[src/rtl/fetch_pkg.sv]
// ============================================================================
// Module : fetch_pkg
// Brief  : Shared types and constants for the instruction-fetch front end.
// Rev    : 1.0
// ============================================================================
`default_nettype none

package fetch_pkg;

  typedef enum logic [1:0] {
    S_REQ  = 2'd0,
    S_WAIT = 2'd1,
    S_HOLD = 2'd2,
    S_DROP = 2'd3
  } fetch_state_e;

  localparam logic [31:0] RESET_PC_DEFAULT = 32'h0000_0000;
  localparam logic [31:0] TRAP_VEC_DEFAULT = 32'h0000_0100;
  localparam logic [31:0] NOP              = 32'h0000_0013;

  function automatic logic [31:0] word_align(input logic [31:0] addr);
    return addr & 32'hFFFF_FFFC;
  endfunction

endpackage

`default_nettype wire

[src/rtl/fetch_unit_pc_reg.sv]
// ============================================================================
// Module : pc_reg
// Brief  : Architectural PC with reset, load and increment-by-4 (load wins).
// Rev    : 1.0
// ============================================================================
`default_nettype none

module pc_reg
  import fetch_pkg::*;
#(
  parameter logic [31:0] RESET_PC = RESET_PC_DEFAULT
) (
  input  logic        clk,
  input  logic        reset_n,
  input  logic        load_i,
  input  logic [31:0] load_val_i,
  input  logic        inc_i,
  output logic [31:0] pc_o
);

  logic [31:0] pc_q;
  logic [31:0] pc_d;

  always_comb begin
    pc_d = pc_q;
    if (load_i) begin
      pc_d = load_val_i;
    end else if (inc_i) begin
      pc_d = pc_q + 32'd4;
    end
  end

  always_ff @(posedge clk) begin
    if (!reset_n) begin
      pc_q <= RESET_PC;
    end else begin
      pc_q <= pc_d;
    end
  end

  assign pc_o = pc_q;

endmodule

`default_nettype wire

[src/rtl/fetch_unit.sv]
// ============================================================================
// Module : fetch_unit
// Brief  : Single-outstanding instruction fetch with redirect/stale-drop.
//          Optional FETCH_MISALIGN_TRAP_EN: misaligned redirect -> TRAP_VEC.
// Rev    : 1.0
// ============================================================================
`default_nettype none

module fetch_unit
  import fetch_pkg::*;
#(
  parameter logic [31:0] RESET_PC = RESET_PC_DEFAULT,
  parameter logic [31:0] TRAP_VEC = TRAP_VEC_DEFAULT
) (
  input  logic        clk,
  input  logic        reset_n,
  input  logic        redirect_valid,
  input  logic [31:0] redirect_pc,
  output logic        imem_req_valid,
  input  logic        imem_req_ready,
  output logic [31:0] imem_req_addr,
  input  logic        imem_rsp_valid,
  input  logic [31:0] imem_rsp_data,
  output logic        inst_valid,
  input  logic        inst_ready,
  output logic [31:0] inst_data,
  output logic [31:0] inst_pc,
  output logic [31:0] pc_plus4,
  output logic        misalign_trap
);

  fetch_state_e state_q, state_d;
  logic         active_q;
  logic [31:0]  pc;
  logic         pc_load;
  logic         pc_inc;
  logic [31:0]  pc_target;
  logic         redir_misaligned;
  logic [31:0]  inst_data_q, inst_data_d;
  logic [31:0]  inst_pc_q, inst_pc_d;
  logic [31:0]  pc_plus4_q, pc_plus4_d;

`ifdef FETCH_MISALIGN_TRAP_EN
  assign redir_misaligned = redirect_pc[1];
`else
  assign redir_misaligned = 1'b0;
`endif

  assign pc_target = redir_misaligned ? TRAP_VEC : word_align(redirect_pc);

  pc_reg #(
    .RESET_PC (RESET_PC)
  ) u_pc_reg (
    .clk        (clk),
    .reset_n    (reset_n),
    .load_i     (pc_load),
    .load_val_i (pc_target),
    .inc_i      (pc_inc),
    .pc_o       (pc)
  );

  // active_q holds off the first request until one edge with reset_n high.
  always_ff @(posedge clk) begin
    if (!reset_n) begin
      state_q     <= S_REQ;
      active_q    <= 1'b0;
      inst_data_q <= 32'h0;
      inst_pc_q   <= 32'h0;
      pc_plus4_q  <= 32'h0;
    end else begin
      state_q     <= state_d;
      active_q    <= 1'b1;
      inst_data_q <= inst_data_d;
      inst_pc_q   <= inst_pc_d;
      pc_plus4_q  <= pc_plus4_d;
    end
  end

  always_comb begin
    state_d     = state_q;
    pc_load     = 1'b0;
    pc_inc      = 1'b0;
    inst_data_d = inst_data_q;
    inst_pc_d   = inst_pc_q;
    pc_plus4_d  = pc_plus4_q;
    if (active_q) begin
      if (redirect_valid) begin
        // A request already accepted by memory leaves a response to discard.
        pc_load = 1'b1;
        case (state_q)
          S_REQ:   state_d = imem_req_ready ? S_DROP : S_REQ;
          S_HOLD:  state_d = S_REQ;
          default: state_d = imem_rsp_valid ? S_REQ : S_DROP;
        endcase
      end else begin
        case (state_q)
          S_REQ: begin
            if (imem_req_ready) state_d = S_WAIT;
          end
          S_WAIT: begin
            if (imem_rsp_valid) begin
              inst_data_d = imem_rsp_data;
              inst_pc_d   = pc;
              pc_plus4_d  = pc + 32'd4;
              state_d     = S_HOLD;
            end
          end
          S_HOLD: begin
            if (inst_ready) begin
              pc_inc  = 1'b1;
              state_d = S_REQ;
            end
          end
          default: begin
            if (imem_rsp_valid) state_d = S_REQ;
          end
        endcase
      end
    end
  end

  assign imem_req_valid = active_q && (state_q == S_REQ);
  assign imem_req_addr  = imem_req_valid ? pc : 32'h0;
  assign inst_valid     = (state_q == S_HOLD);
  assign inst_data      = inst_data_q;
  assign inst_pc        = inst_pc_q;
  assign pc_plus4       = pc_plus4_q;

`ifdef FETCH_MISALIGN_TRAP_EN
  logic trap_q;

  always_ff @(posedge clk) begin
    if (!reset_n) begin
      trap_q <= 1'b0;
    end else begin
      trap_q <= active_q && redirect_valid && redirect_pc[1];
    end
  end

  assign misalign_trap = trap_q;
`else
  assign misalign_trap = 1'b0;
`endif

endmodule

`default_nettype wire

[config.mk]
export PLATFORM = sky130hd
export DESIGN_NAME = fetch_unit
export DESIGN_NICKNAME = d
export VERILOG_FILES = /design/src/rtl/fetch_pkg.sv /design/src/rtl/fetch_unit_pc_reg.sv /design/src/rtl/fetch_unit.sv
export SDC_FILE = /design/constraint.sdc
export NUM_CORES = 1
export LEC_CHECK = 0
export ABC_AREA = 1
export ABC_CLOCK_PERIOD_IN_PS = 2800
export BUFFER_PORTS_ARGS = -buffer_cell sky130_fd_sc_hd__clkbuf_2
export CORE_MARGIN = 2
export CORE_UTILIZATION = 45
export DETAILED_ROUTE_END_ITERATION = 8
export PLACE_DENSITY = 0.73
export SYNTH_ARGS = -nofsm -noshare
export SYNTH_HDL_FRONTEND = slang
export SYNTH_SLANG_ARGS = --single-unit
[constraint.sdc]
create_clock -name clk -period 2.8 [get_ports clk]
set_input_delay 0.28 -clock clk [delete_from_list [all_inputs] [get_ports clk]]
set_output_delay 0.28 -clock clk [all_outputs]
set_load 0.01 [all_outputs]
======== Yosys cells after proc, flatten, opt, wreduce, memory -nomap -nowiden ========
Index checks and enable logic that the tools add are counted.
cells by class
  add/sub/neg operators ................... 1
  multipliers ............................. 0
  div/mod/pow operators ................... 0
  $lt $le $gt $ge ......................... 0
  equal/unequal tests ..................... 5
  shift operators ......................... 0
  multiplexer cells ....................... 19
  bitwise operators ....................... 2
  reduce and logical (&&, ||, !) cells .... 7
operators with widths
  operator                                                                  count
  32-bit 2-to-1 mux                                                         3
  32-bit by 3-bit adder with 32-bit output (second input constant)          1
  2-bit 2-to-1 mux                                                          7
  1-bit 2-to-1 mux                                                          7
  3-bit inequality test (second input constant)                             2
  2-bit case mux with 3 select lines                                        1
  5-bit AND reduction                                                       1
  2-bit case mux with 2 select lines                                        1
  4-bit AND reduction                                                       1
  4-bit nonzero test                                                        1
  3-bit by 2-bit inequality test with 1-bit output (second input constant)  1
  2-bit by 1-bit == test with 1-bit output (second input constant)          1
  2-bit == test (second input constant)                                     1
  2-bit logical NOT                                                         1
  1-bit inverter                                                            2
  2-bit nonzero test                                                        1
  2-bit OR reduction                                                        1
  1-bit logical AND                                                         1
word-level totals
  bits in registers ....................... 131
  bits in latches ......................... 0
  bits in writable memories ............... 0
  memory bits (read-only) ................. 0
  bits of input ports ..................... 70
  output and inout bits ................... 131
  word-level logic and storage cells ...... 41
  memories kept ........................... 0

======== Logic depth before layout (Yosys ltp) ========
  word-level depth ........................ 6
  gate-level depth with buffers ........... 10

======== Modules after synthesis ========
From an unflattened synthesis, not the netlist that was laid out.
second synthesis, totals
  cell total of the unflattened synthesis .. 1014
  area, all modules ....................... 6606.3 µm²
by module, submodules not included
  module      instances  cells each  area each (µm²)  sequential area each (µm²)
  fetch_unit  1          684         4503.1           1941.9
  pc_reg      1          330         2103.3           640.6

======== Least setup slack after synthesis ========
Ideal clock, no wire load.
  path type ............................... reg2out
  from .................................... reg state_q[0]
  to ...................................... out imem_req_addr[10]
  data arrival time ....................... 1153 ps
  setup slack ............................. 1367 ps
  stages on the path, launching flop included .. 7
  path buffers ............................ 1
  path through ............................ dfxtp_1 > inv_1 > nand2_1 > nor2_1 > inv_1 > clkbuf_1 > nor2_1
between the ends
  longest elaborated chain between the ends .. 3
RTL lines
  item                    line               source
  start, declared         fetch_unit.sv:32   fetch_state_e state_q, state_d;
  start signal, assigned  fetch_unit.sv:71   state_q <= state_d;
  2-bit logical NOT       fetch_unit.sv:122  assign imem_req_valid = active_q && (state_q == S_REQ);
  1-bit logical AND       fetch_unit.sv:122
  via imem_req_valid      fetch_unit.sv:19   output logic imem_req_valid,
  32-bit 2-to-1 mux       fetch_unit.sv:123  assign imem_req_addr = imem_req_valid ? pc : 32'h0;
  end, declared           fetch_unit.sv:21   output logic [31:0] imem_req_addr,
The timed path passes the listed nets, and every way through them passes these cells.

======== Worst setup path in the final report ========
  from .................................... reg state_q[0]
  to ...................................... out imem_req_addr[13]
between the ends
  longest elaborated chain between the ends .. 3
RTL lines
  item               line
  2-bit logical NOT  fetch_unit.sv:122
  1-bit logical AND  fetch_unit.sv:122
  32-bit 2-to-1 mux  fetch_unit.sv:123
Every way passes these cells.

==> run_results.csv <==
group,metric,value,unit
die,die_h,117.4,µm
power_and_ir_drop,power_frac_comb,0.100,
power_and_ir_drop,p_int,0.003273,W
die,initial_core_util,0.4605,
cts,cts_inserted_buffers,17,
layout,final_cell_mix,"191 x clkbuf_2, 177 x nor2_1, 154 x nand2_1",
synthesis,yosys_warnings,0,
setup_path,critPathLaunch,"state_q[0]",
route,antenna_left,0,
placement,port_buffers,191,
cts,path_clk_slew,0.05,ns
timing,rsz0062_at_grt,"false",
cts,post_cts_buffers,0,
setup_path,worst-r2r-cell-count,8,
route,wl_per_cell,13.47,µm
timing,clock-skew-final,0.009949,ns
layout,antennaDiodeCount,0,
run_status,status,"finished, final reports clean",
global_route,antenna_found_initial,0,
min_path,hold_path_class,"input pin to register",
synthesis,avgSynthCellArea,6.850,µm²
setup_path,required,2.52,ns
layout,nNetsFinal,1093,
placement,globalplace.congestion,0.9286,
cts,cts_root_buffer,"clkbuf_16",
timing,slew_headroom,0.4476,
timing,timing.final.max_slew_violations,0,
synthesis,ys_seq_elements,125,
run,maxCapViolCount,0,
timing,whs,0.1222,ns
timing,finalSetupViolCount,0,
route,vias_per_cell,4.929,
placement,dp.cells,1175,
layout,drive_gt1_frac,0.2459,
setup_path,critPathMaxFanout,30,
timing,fin_crit,1.993,ns
synthesis,synth_cells,845,
global_route,globalRouteOverflowTotal,0,
layout,fin_cells,1205,
global_route,grt_util_all_layers,0.2376,
layout,final_common_cell,"clkbuf_2",
cts,cts_hold_buffers,0,
route,drt_wl_total,16230,µm
cts,clock_path_buffers,2,
global_route,grt_pass1_wl,26660,µm
cts,ctsResizeCount,0,
cts,h-tree-depth,4,
power_and_ir_drop,sw_frac_of_total,0.2480,
die,rows,41,
setup_path,r2r-end,"pc_plus4[12]",
placement,dp_hpwl,11550,µm
die,coreArea,12570,µm²
setup_path,worstSetupStartpointType,"register",
route,first_pass_iters,5,
timing,fmax,0.5018,GHz
route,drc,0,
power_and_ir_drop,power,0.004352,W
timing,period_share,0.7117,
global_route,grt_max_degree,84,
synthesis,ys_seq_area_frac,0.4323,
route,initialDrtViolationCount,469,
power_and_ir_drop,ir_drop,355.3,µV
power_and_ir_drop,clkPwrFrac,0.465,
setup_path,critPathCaptureType,"output port",
setup_path,worstSetupPathType,"register to output port",
power_and_ir_drop,p_switching,0.001079,W
die,die_width,117.4,µm
power_and_ir_drop,p_seq_frac,0.435,
cts,clkLatencyLatePin,0.42,ns
setup_path,cp.arrival,1.71,ns
setup_path,rr_startpoint,"state_q[0]",
layout,syn2layout_area_growth,26.35,%
die,ios,201,
global_route,grt_pass1_vias,5421,
timing,worst_slew_pin_slew,0.8234,ns
cts,cts.sinks,125,
timing,hold_violations,0,
route,vias,5940,
die,die_area,13790,µm²
power_and_ir_drop,p_leak,3.412,nW
layout,fin_util,0.5819,
cts,cts_tree,"done",
setup_path,ff2ff_setup_slack,1.02,ns
setup_path,cp-endpoint,"imem_req_addr[13]",
synthesis,syn-cell-area,5788,µm²
timing,tns,0,ns
power_and_ir_drop,p_per_area,595.1,nW/µm²
synthesis,synth.distinct_cells,36,
-- cells by family after synthesis --
family,Yosys count,synth area share
compound gates,187,0.1745
xor+xnor,7,0.01059
fa+ha+maj,1,0.002161
buf+inv,138,0.1096
flops,125,0.4323
other cells,1,0.0006479
simple gates,386,0.2702
-- worst min-delay path by stage --
| stage | from | end | slack (ns) | cells after the start |
|---|---|---|---|---|
| after floorplan | reset_n | active_q | 0.31 | 0 |
| final | imem_rsp_data[25] | inst_data[25] | 0.12 | 3 |
| after global routing | redirect_pc[6] | u_pc_reg.pc_o[6] | 0.13 | 3 |
| after global placement | pc_plus4[4] | pc_plus4[4] | 0.46 | 2 |
| after detailed placement | inst_data[11] | inst_data[11] | 0.47 | 2 |
| after CTS | imem_rsp_data[25] | inst_data[25] | 0.11 | 3 |
-- routing by layer --
layer,wire length [µm],track usage,vias to the layer above
met5,0,0,-
met4,302,0.08358,0
met3,1174,0.06469,26
met2,7134,0.3724,194
met1,7622,0.3153,2693
li1,-,-,3027
-- cell type report --
cell class              count  area, µm²
multi-input cells         588       2674
inverters                  89      336.6
flip-flops and latches    125       2502
well taps                 172      215.2
clock buffers              22      474.2
clock inverters             8      67.56
repair buffers            201       1044
fillers                  1218       5255
-- state kept, by name, indices dropped and copies added, names as in the netlist --
name	flops
active_q	1
inst_data	32
u_pc_reg.pc_o	30
inst_pc	30
state_q	2
pc_plus4	30
-- stage by stage --
stage                     worst slack, ns  instance area [µm²]
final                              0.8073                 7313
after global routing               0.6357                 7313
after CTS                          0.7815                 7313
after detailed placement           0.9953                 6771
after global placement              1.025                 6771
after floorplan                     1.367                 5811
-- critical path, stage by stage, from the launching register on --
cell and delay [ns]:
dfxtp_1 0.45, inv_1 0.09, nand2_1 0.10, nor2_1 0.06, inv_1 0.05, buf_4 0.30, nor2_1 0.09, clkbuf_2 0.14
-- power by group through the flow --
stage               clock [W]  sequential [W]  combinational, W
finish                0.00202         0.00189          0.000436
global route          0.00213         0.00190          0.000491
CTS                   0.00206         0.00189          0.000436
detailed placement          0         0.00193          0.000434
global placement            0         0.00193          0.000430
floorplan                   0         0.00194          0.000262
-- Yosys cell counts --
| cell | instances | area (µm²) |
|---|---|---|
| a211oi_1 | 1 | 7.510 |
| a21o_1 | 2 | 15.01 |
| a21oi_1 | 52 | 260.3 |
| a21oi_2 | 3 | 26.28 |
| a31oi_1 | 5 | 31.28 |
| and2_1 | 2 | 12.51 |
| buf_1 | 1 | 3.750 |
| buf_2 | 10 | 50.05 |
| buf_4 | 11 | 82.58 |
| buf_6 | 5 | 56.30 |
| buf_8 | 2 | 30.03 |
| clkbuf_1 | 20 | 75.07 |
| clkinv_1 | 3 | 11.26 |
| conb_1 | 1 | 3.750 |
| dfxtp_1 | 125 | 2502 |
| ha_1 | 1 | 12.51 |
| inv_1 | 83 | 311.6 |
| inv_2 | 2 | 7.510 |
| inv_4 | 1 | 6.260 |
| nand2_1 | 154 | 578.1 |
| nand2_2 | 3 | 18.77 |
| nand3_1 | 37 | 185.2 |
| nand3_2 | 1 | 10.01 |
| nand4_2 | 1 | 12.51 |
| nor2_1 | 177 | 664.4 |
| nor2_2 | 7 | 43.79 |
| nor2_4 | 3 | 33.78 |
| nor3_1 | 1 | 5.000 |
| o211ai_1 | 8 | 60.06 |
| o211ai_2 | 1 | 12.51 |
| o21a_1 | 1 | 7.510 |
| o21ai_0 | 103 | 515.5 |
| o21ai_1 | 6 | 30.03 |
| o21ai_2 | 3 | 26.28 |
| o221ai_1 | 2 | 17.52 |
| xor2_1 | 7 | 61.31 |
Power figures use the tool's default switching activity.
